--- src/rtl/mips_pkg.sv ---
// Shared definitions for the MIPS main control path: opcodes, ALUOp classes
// and the packed control bundle passed from decoder to output register.
package mips_pkg;

    localparam int OPCODE_W = 6;
    localparam int ALUOP_W  = 2;

    localparam logic [OPCODE_W-1:0] OP_RTYPE = 6'b000000;
    localparam logic [OPCODE_W-1:0] OP_LW    = 6'b100011;
    localparam logic [OPCODE_W-1:0] OP_SW    = 6'b101011;
    localparam logic [OPCODE_W-1:0] OP_BEQ   = 6'b000100;
    localparam logic [OPCODE_W-1:0] OP_BNE   = 6'b000101;
    localparam logic [OPCODE_W-1:0] OP_ADDI  = 6'b001000;
    localparam logic [OPCODE_W-1:0] OP_J     = 6'b000010;

    localparam logic [ALUOP_W-1:0] ALUOP_ADD   = 2'b00;
    localparam logic [ALUOP_W-1:0] ALUOP_SUB   = 2'b01;
    localparam logic [ALUOP_W-1:0] ALUOP_RTYPE = 2'b10;

    typedef struct packed {
        logic               reg_dst;
        logic               alu_src;
        logic               mem_to_reg;
        logic               reg_write;
        logic               mem_read;
        logic               mem_write;
        logic               branch_eq;
        logic               branch_ne;
        logic               jump;
        logic [ALUOP_W-1:0] alu_op;
        logic               illegal_op;
    } ctrl_t;

    // All-quiet bundle: used for reset and as the base every decode starts from.
    function automatic ctrl_t ctrl_idle();
        ctrl_t c;
        c.reg_dst    = 1'b0;
        c.alu_src    = 1'b0;
        c.mem_to_reg = 1'b0;
        c.reg_write  = 1'b0;
        c.mem_read   = 1'b0;
        c.mem_write  = 1'b0;
        c.branch_eq  = 1'b0;
        c.branch_ne  = 1'b0;
        c.jump       = 1'b0;
        c.alu_op     = ALUOP_ADD;
        c.illegal_op = 1'b0;
        return c;
    endfunction

endpackage

--- src/rtl/mips_control_decode.sv ---
// Combinational opcode-to-control decoder. Unknown or unsupported opcodes
// (including X/Z) fall into the default branch and decode as an illegal NOP.
module mips_control_decode
    import mips_pkg::*;
(
    input  logic [OPCODE_W-1:0] opcode,
    output ctrl_t               ctrl
);

    always_comb begin
        ctrl = ctrl_idle();
        case (opcode)
            OP_RTYPE: begin
                ctrl.reg_dst   = 1'b1;
                ctrl.reg_write = 1'b1;
                ctrl.alu_op    = ALUOP_RTYPE;
            end
            OP_LW: begin
                ctrl.alu_src    = 1'b1;
                ctrl.mem_to_reg = 1'b1;
                ctrl.reg_write  = 1'b1;
                ctrl.mem_read   = 1'b1;
                ctrl.alu_op     = ALUOP_ADD;
            end
            OP_SW: begin
                ctrl.alu_src   = 1'b1;
                ctrl.mem_write = 1'b1;
                ctrl.alu_op    = ALUOP_ADD;
            end
            OP_BEQ: begin
                ctrl.branch_eq = 1'b1;
                ctrl.alu_op    = ALUOP_SUB;
            end
            OP_BNE: begin
                ctrl.branch_ne = 1'b1;
                ctrl.alu_op    = ALUOP_SUB;
            end
            OP_ADDI: begin
                ctrl.alu_src   = 1'b1;
                ctrl.reg_write = 1'b1;
                ctrl.alu_op    = ALUOP_ADD;
            end
            OP_J: begin
                ctrl.jump = 1'b1;
            end
            default: begin
                ctrl.illegal_op = 1'b1;
            end
        endcase
    end

endmodule

--- src/rtl/mips_main_control.sv ---
// MIPS main control unit: decodes the opcode and registers the control
// strobes, giving a fixed one-cycle latency from opcode to outputs.
module mips_main_control
    import mips_pkg::*;
#(
    parameter int OPCODE_W = 6,
    parameter int ALUOP_W  = 2
) (
    input  logic                clk,
    input  logic                rst,
    input  logic [OPCODE_W-1:0] opcode,
    output logic                branch_eq,
    output logic                branch_ne,
    output logic [ALUOP_W-1:0]  ALUOp,
    output logic                memRead,
    output logic                memWrite,
    output logic                memToReg,
    output logic                regDst,
    output logic                regWrite,
    output logic                ALUSrc,
    output logic                jump,
    output logic                illegal_op
);

    ctrl_t ctrl_d;
    ctrl_t ctrl_q;

    mips_control_decode u_decode (
        .opcode (opcode),
        .ctrl   (ctrl_d)
    );

    // Reset wins over decode so a mid-stream reset clears outputs on that edge.
    always_ff @(posedge clk) begin
        if (rst) begin
            ctrl_q <= ctrl_idle();
        end else begin
            ctrl_q <= ctrl_d;
        end
    end

    assign regDst     = ctrl_q.reg_dst;
    assign ALUSrc     = ctrl_q.alu_src;
    assign memToReg   = ctrl_q.mem_to_reg;
    assign regWrite   = ctrl_q.reg_write;
    assign memRead    = ctrl_q.mem_read;
    assign memWrite   = ctrl_q.mem_write;
    assign branch_eq  = ctrl_q.branch_eq;
    assign branch_ne  = ctrl_q.branch_ne;
    assign jump       = ctrl_q.jump;
    assign ALUOp      = ctrl_q.alu_op;
    assign illegal_op = ctrl_q.illegal_op;

endmodule

--- config.mk ---
export PLATFORM = sky130hd
export DESIGN_NAME = mips_main_control
export DESIGN_NICKNAME = d
export VERILOG_FILES = /design/src/rtl/mips_pkg.sv /design/src/rtl/mips_control_decode.sv /design/src/rtl/mips_main_control.sv
export SDC_FILE = /design/constraint.sdc
export NUM_CORES = 1
export LEC_CHECK = 0
export CAP_MARGIN = 20
export CORE_UTILIZATION = 30
export DETAILED_ROUTE_END_ITERATION = 16
export MAX_ROUTING_LAYER = met4
export PLACE_DENSITY = 0.65
export SYNTH_ARGS = -nofsm -noshare
export SYNTH_HDL_FRONTEND = slang
export SYNTH_SLANG_ARGS = --single-unit
export TNS_END_PERCENT = 10
--- constraint.sdc ---
create_clock -name clk -period 2.85 [get_ports clk]
set_input_delay 0.57 -clock clk [delete_from_list [all_inputs] [get_ports clk]]
set_output_delay 0.57 -clock clk [all_outputs]
set_load 0.02 [all_outputs]
# Yosys cells after proc, flatten, opt, wreduce, memory -nomap -nowiden
# Cells that the tools add are included.
dict set report totals {
  regBits 11
  out_inout_bits 12
  mem_bits_rw 0
  latch_bits 0
  mem_bits_ro 0
  wordCells 31
  mem_count 0
  inputBits 8
}
dict set report classes {
  shift 0
  bitwise 0
  order_cmp 0
  addsub 0
  reduce_logical 5
  n_div 0
  n_eq_ne 6
  n_mul 0
  mux 10
}
# op n
set ops {}
lappend ops {{6-bit by 3-bit == test with 1-bit output (second input constant)} 2}
lappend ops {{6-bit == test (second input constant)} 2}
lappend ops {{1-bit 2-to-1 mux} 9}
lappend ops {{7-bit OR reduction} 1}
lappend ops {{6-bit by 2-bit == test with 1-bit output (second input constant)} 1}
lappend ops {{6-bit by 4-bit == test with 1-bit output (second input constant)} 1}
lappend ops {{6-bit logical NOT} 1}
lappend ops {{3-bit OR reduction} 2}
lappend ops {{2-bit case mux with 2 select lines} 1}
lappend ops {{2-bit OR reduction} 1}

# Logic depth before layout (Yosys ltp)
dict set report logic_depth {
  word_depth 3
  mapped_depth 4
  ltp_nobuf 3
}

# Cells and area by module
# A second synthesis with hierarchy kept.
dict set report unflattened {
  cells_unflattened 50
  hier_area_um2 551.8
}
# module cells_per_inst seq_area_each_um2 n_inst area_per_inst_um2
set modules_own_cells {}
lappend modules_own_cells {mips_main_control 25 240.2 1 366.6}
lappend modules_own_cells {mips_control_decode 25 0.0 1 185.2}

# Worst setup path after synthesis
# No wires, ideal clock.
dict set report synth_path {
  path_kind {in2reg}
  start {input port opcode[4]}
  end {register ctrl_q (netlist bit ALUSrc)}
  cell_stages 3
  setup_time_ps 66
  t_arrival_ps 1548
  n_path_buf 0
  slack_ps 1236
  t_required_ps 2784
  cell_sequence {or3_4 -> or4b_4 -> a21oi_2}
}
dict set report synth_via {
  elab_chain_cells 3
  elab_cells_between_ends 5
  cone_classes {eq/ne: 3; mux: 1; reduce/logical: 1}
}
# element line_no
set synth_rtl {}
lappend synth_rtl {{from (decl)} mips_main_control.sv:11} ;# input logic [OPCODE_W-1:0] opcode,
lappend synth_rtl {{6-bit == test or 6-bit by 4-bit == test with 1-bit output (tied branches)} mips_control_decode.sv:12} ;# case (opcode)
lappend synth_rtl {{3-bit OR reduction (no source line) *} n/a}
lappend synth_rtl {{1-bit 2-to-1 mux *} mips_control_decode.sv:12}
lappend synth_rtl {{to (signal assigned)} mips_main_control.sv:36} ;# ctrl_q <= ctrl_idle();
lappend synth_rtl {{to (signal assigned)} mips_main_control.sv:38} ;# ctrl_q <= ctrl_d;
lappend synth_rtl {{to (decl)} mips_main_control.sv:26} ;# ctrl_t ctrl_q;
# Every way passes the cells marked *; elsewhere a longest branch is shown, timed or not.
# A chain may end at the register's enable or synchronous reset.

# Worst setup path after layout
# Ends and elaborated chain as after synthesis.

==> reports/qor.csv <==
stage,metric,value,unit
clocking,CTS resizes,0,
finish,Post-Layout Cell Count,70,
detailed_routing,DRT iter0 DRCs,5,
pwr,LEAKAGE,0.214,nW
sta,Max-slew headroom,78.4,%
pwr,Peak VDD IR,178,uV
finish,layout cells sized above 1,10.7,%
global_routing,pin count of the biggest net entering global routing,10,
min_path,Tightest Hold Check Type,input port to flip-flop,
finish,# diodes,0,
synthesis,"flops & latches, synth",11,
synthesis,Post-synth EDFFs,0,
synthesis,Post-Syn Nets,44,
die,die area,1470,sq um
sta,hold_ws,0.967,ns
global_routing,global route total overflow,0,
synthesis,post-synth design cell area,395,sq um
setup_path,Critical Path Source Type,input port,
detailed_routing,number of remaining DRC errors,0,
min_path,Hold Crit Depth,2,
global_routing,Global Route Usage Sum,10.8,%
finish,area grow syn2layout,54.7,%
die,Core Area,1170,sq um
detailed_routing,Vias per Instance,4.71,
clocking,"Hold-fix buffers, CTS",0,
sta,Setup TNS,0,ns
setup_path,CP endpoint kind,flip-flop,
clocking,Root Driver,clkbuf_4,
detailed_routing,wire per inst,8.93,microns
sta,setup violators final,0,
synthesis,yosys warns,0,
placed_design,routability cong.,0.713,
pwr,overall power,0.287,mW
setup_path,slowest stage cell on the critical path,or4b_4,
finish,Fillers,120,
min_path,hold path start,opcode[5],
setup_path,"Critical Path, Cell by Cell","clkdlybuf4s50_1, or3_4, or4b_4, a21oi_2",
die,Die Wd,38.3,microns
finish,Nets,65,
synthesis,sequential area share after synthesis,55.7,%
synthesis,Synth cell types,20,
synthesis,most used flip-flop cell after synthesis,dfxtp_1,
clocking,clock buffer count from CTS,3,
clocking,postcts setup bufs,0,
detailed_routing,routed wire length,625,microns
placed_design,port bufs,19,
placed_design,placed cells,66,
setup_path,"Data arrival, critical path",2.07,ns
sta,count of final hold-check violations,0,
sta,unrepaired setup endpoints after global routing,no,
global_routing,first-pass GRT wire length,1060,microns
global_routing,number of global-route vias before repair,274,
sta,fin crit period,1.88,ns
setup_path,worst-path fanout max,5,
die,die height,38.3,microns
clocking,Sink Count,11,
setup_path,critical path type,input port to flip-flop,
synthesis,"Avg Cell Area, Syn",11.0,sq um
finish,design area,612,sq um
setup_path,CP peak stage delay,0.49,ns
synthesis,Syn Inst Count,36,
clocking,CTS tree,yes,
detailed_routing,Final ANT Viol Nets,0,
run,Max-Cap Viols,0,
die,I/O pin count,20,
sta,Max Fclk,531,MHz
pwr,PD cells,468,nW/um^2
detailed_routing,Vias,330,
clocking,Clock Pin Slew Worst Setup and Hold Paths,0.06,ns
clocking,CTS Buffer Depth,2,
die,num rows,12,
sta,Final period util,66.1,%
placed_design,Placement Cell Area,586,sq um
min_path,WHS Endpoint,branch_eq,
synthesis,Synth async-reset ratio,0,%
sta,"Slew Viols, Final",0,
clocking,H-Tree Depth,1,
run_status,outcome,finished clean,
setup_path,WP data required,3.04,ns
detailed_routing,Pre-Repair DR Iteration Count,3,
sta,Slew @ Worst Pin,0.323,ns
die,Initial Util,33.8,%
global_routing,initial antenna violation count,0,
==> power breakdown <==
group          internal (mW)  total (mW)  switching (mW)  leakage (nW)
sequential             0.156       0.156        0.000489        0.0891
combinational         0.0174      0.0318          0.0144         0.110
clock                 0.0539      0.0984          0.0445        0.0150
==> cell usage after synthesis, drive strengths merged (2+ instances only) <==
master,count,share of area [%]
dfxtp,11,56
nor3,5,6.3
a21oi,3,4.7
buf,3,4.4
or3,2,4.4
or4b,2,6.0
==> logic make-up (layout without fill, tap and decap cells) <==
| group | count (synthesis) | after routing | synth area share [%] |
|---|---|---|---|
| AND/OR/NAND/NOR | 18 | 18 | 32.6 |
| flip-flops | 11 | 11 | 55.7 |
| AO/OA/AOI/OAI | 3 | 3 | 4.75 |
| buffers and inverters | 3 | 23 | 4.43 |
| multiplexers | 1 | 1 | 2.53 |
==> area by class of cell <==
class / instances / area (sq um) / share of cell area, %
clock buffers: 4 / 26.3 / 4.29
flip-flops and latches: 11 / 220 / 36.0
well taps: 14 / 17.5 / 2.86
multi-input cells: 22 / 158 / 25.8
repair buffers: 19 / 190 / 31.1
==> critical path: cells and delay by family <==
family | cells | cell delay (ns)
simple gates | 2 | 0.90
compound gates | 1 | 0.13
buf+inv | 1 | 0.47
==> how the worst max path moves through the flow <==
stage	from	endpoint	slack (ns)	depth (start not counted)
after detailed placement	opcode[4]	ALUSrc	0.70	4
after floorplan	opcode[4]	ALUSrc	1.24	3
after global routing	rst	branch_ne	0.89	4
final	opcode[4]	ALUSrc	0.97	4
after global placement	opcode[4]	ALUSrc	0.72	4
after CTS	opcode[4]	ALUSrc	0.97	4
==> per-stage QoR <==
| stage | util (%) | setup WS, ns |
|---|---|---|
| 3_5_place_dp | 50.0 | 0.703 |
| 3_3_place_gp | 50.0 | 0.722 |
| 6_report | 52.2 | 0.967 |
| 5_1_grt | 52.2 | 0.885 |
| 4_1_cts | 52.2 | 0.968 |
| 2_1_floorplan | - | 1.24 |
==> metal layers <==
layer	global-route usage, %	wire [microns]	up-vias
li1	-	-	172
met1	14.8	295	142
met2	14.0	299	16
met3	1.74	31	0
met4	8.04	0	0
met5	-	0	-
==> state kept, by name, summed over array words and instances (netlist names) <==
signal and cells:
memWrite 1, branch_eq 1, ALUOp 2, illegal_op 1
memRead 1, ALUSrc 1, branch_ne 1, regDst 1
regWrite 1, jump 1
==> layout by cell type (no fill, tap or decap), types with 2 or more instances in the layout <==
| cell | count |
|---|---|
| clkdlybuf4s50_1 | 19 |
| a21oi_1 | 2 |
| clkbuf_4 | 3 |
| nor3_1 | 5 |
| dfxtp_1 | 11 |
Note: power is estimated with default switching activity, not from simulation.
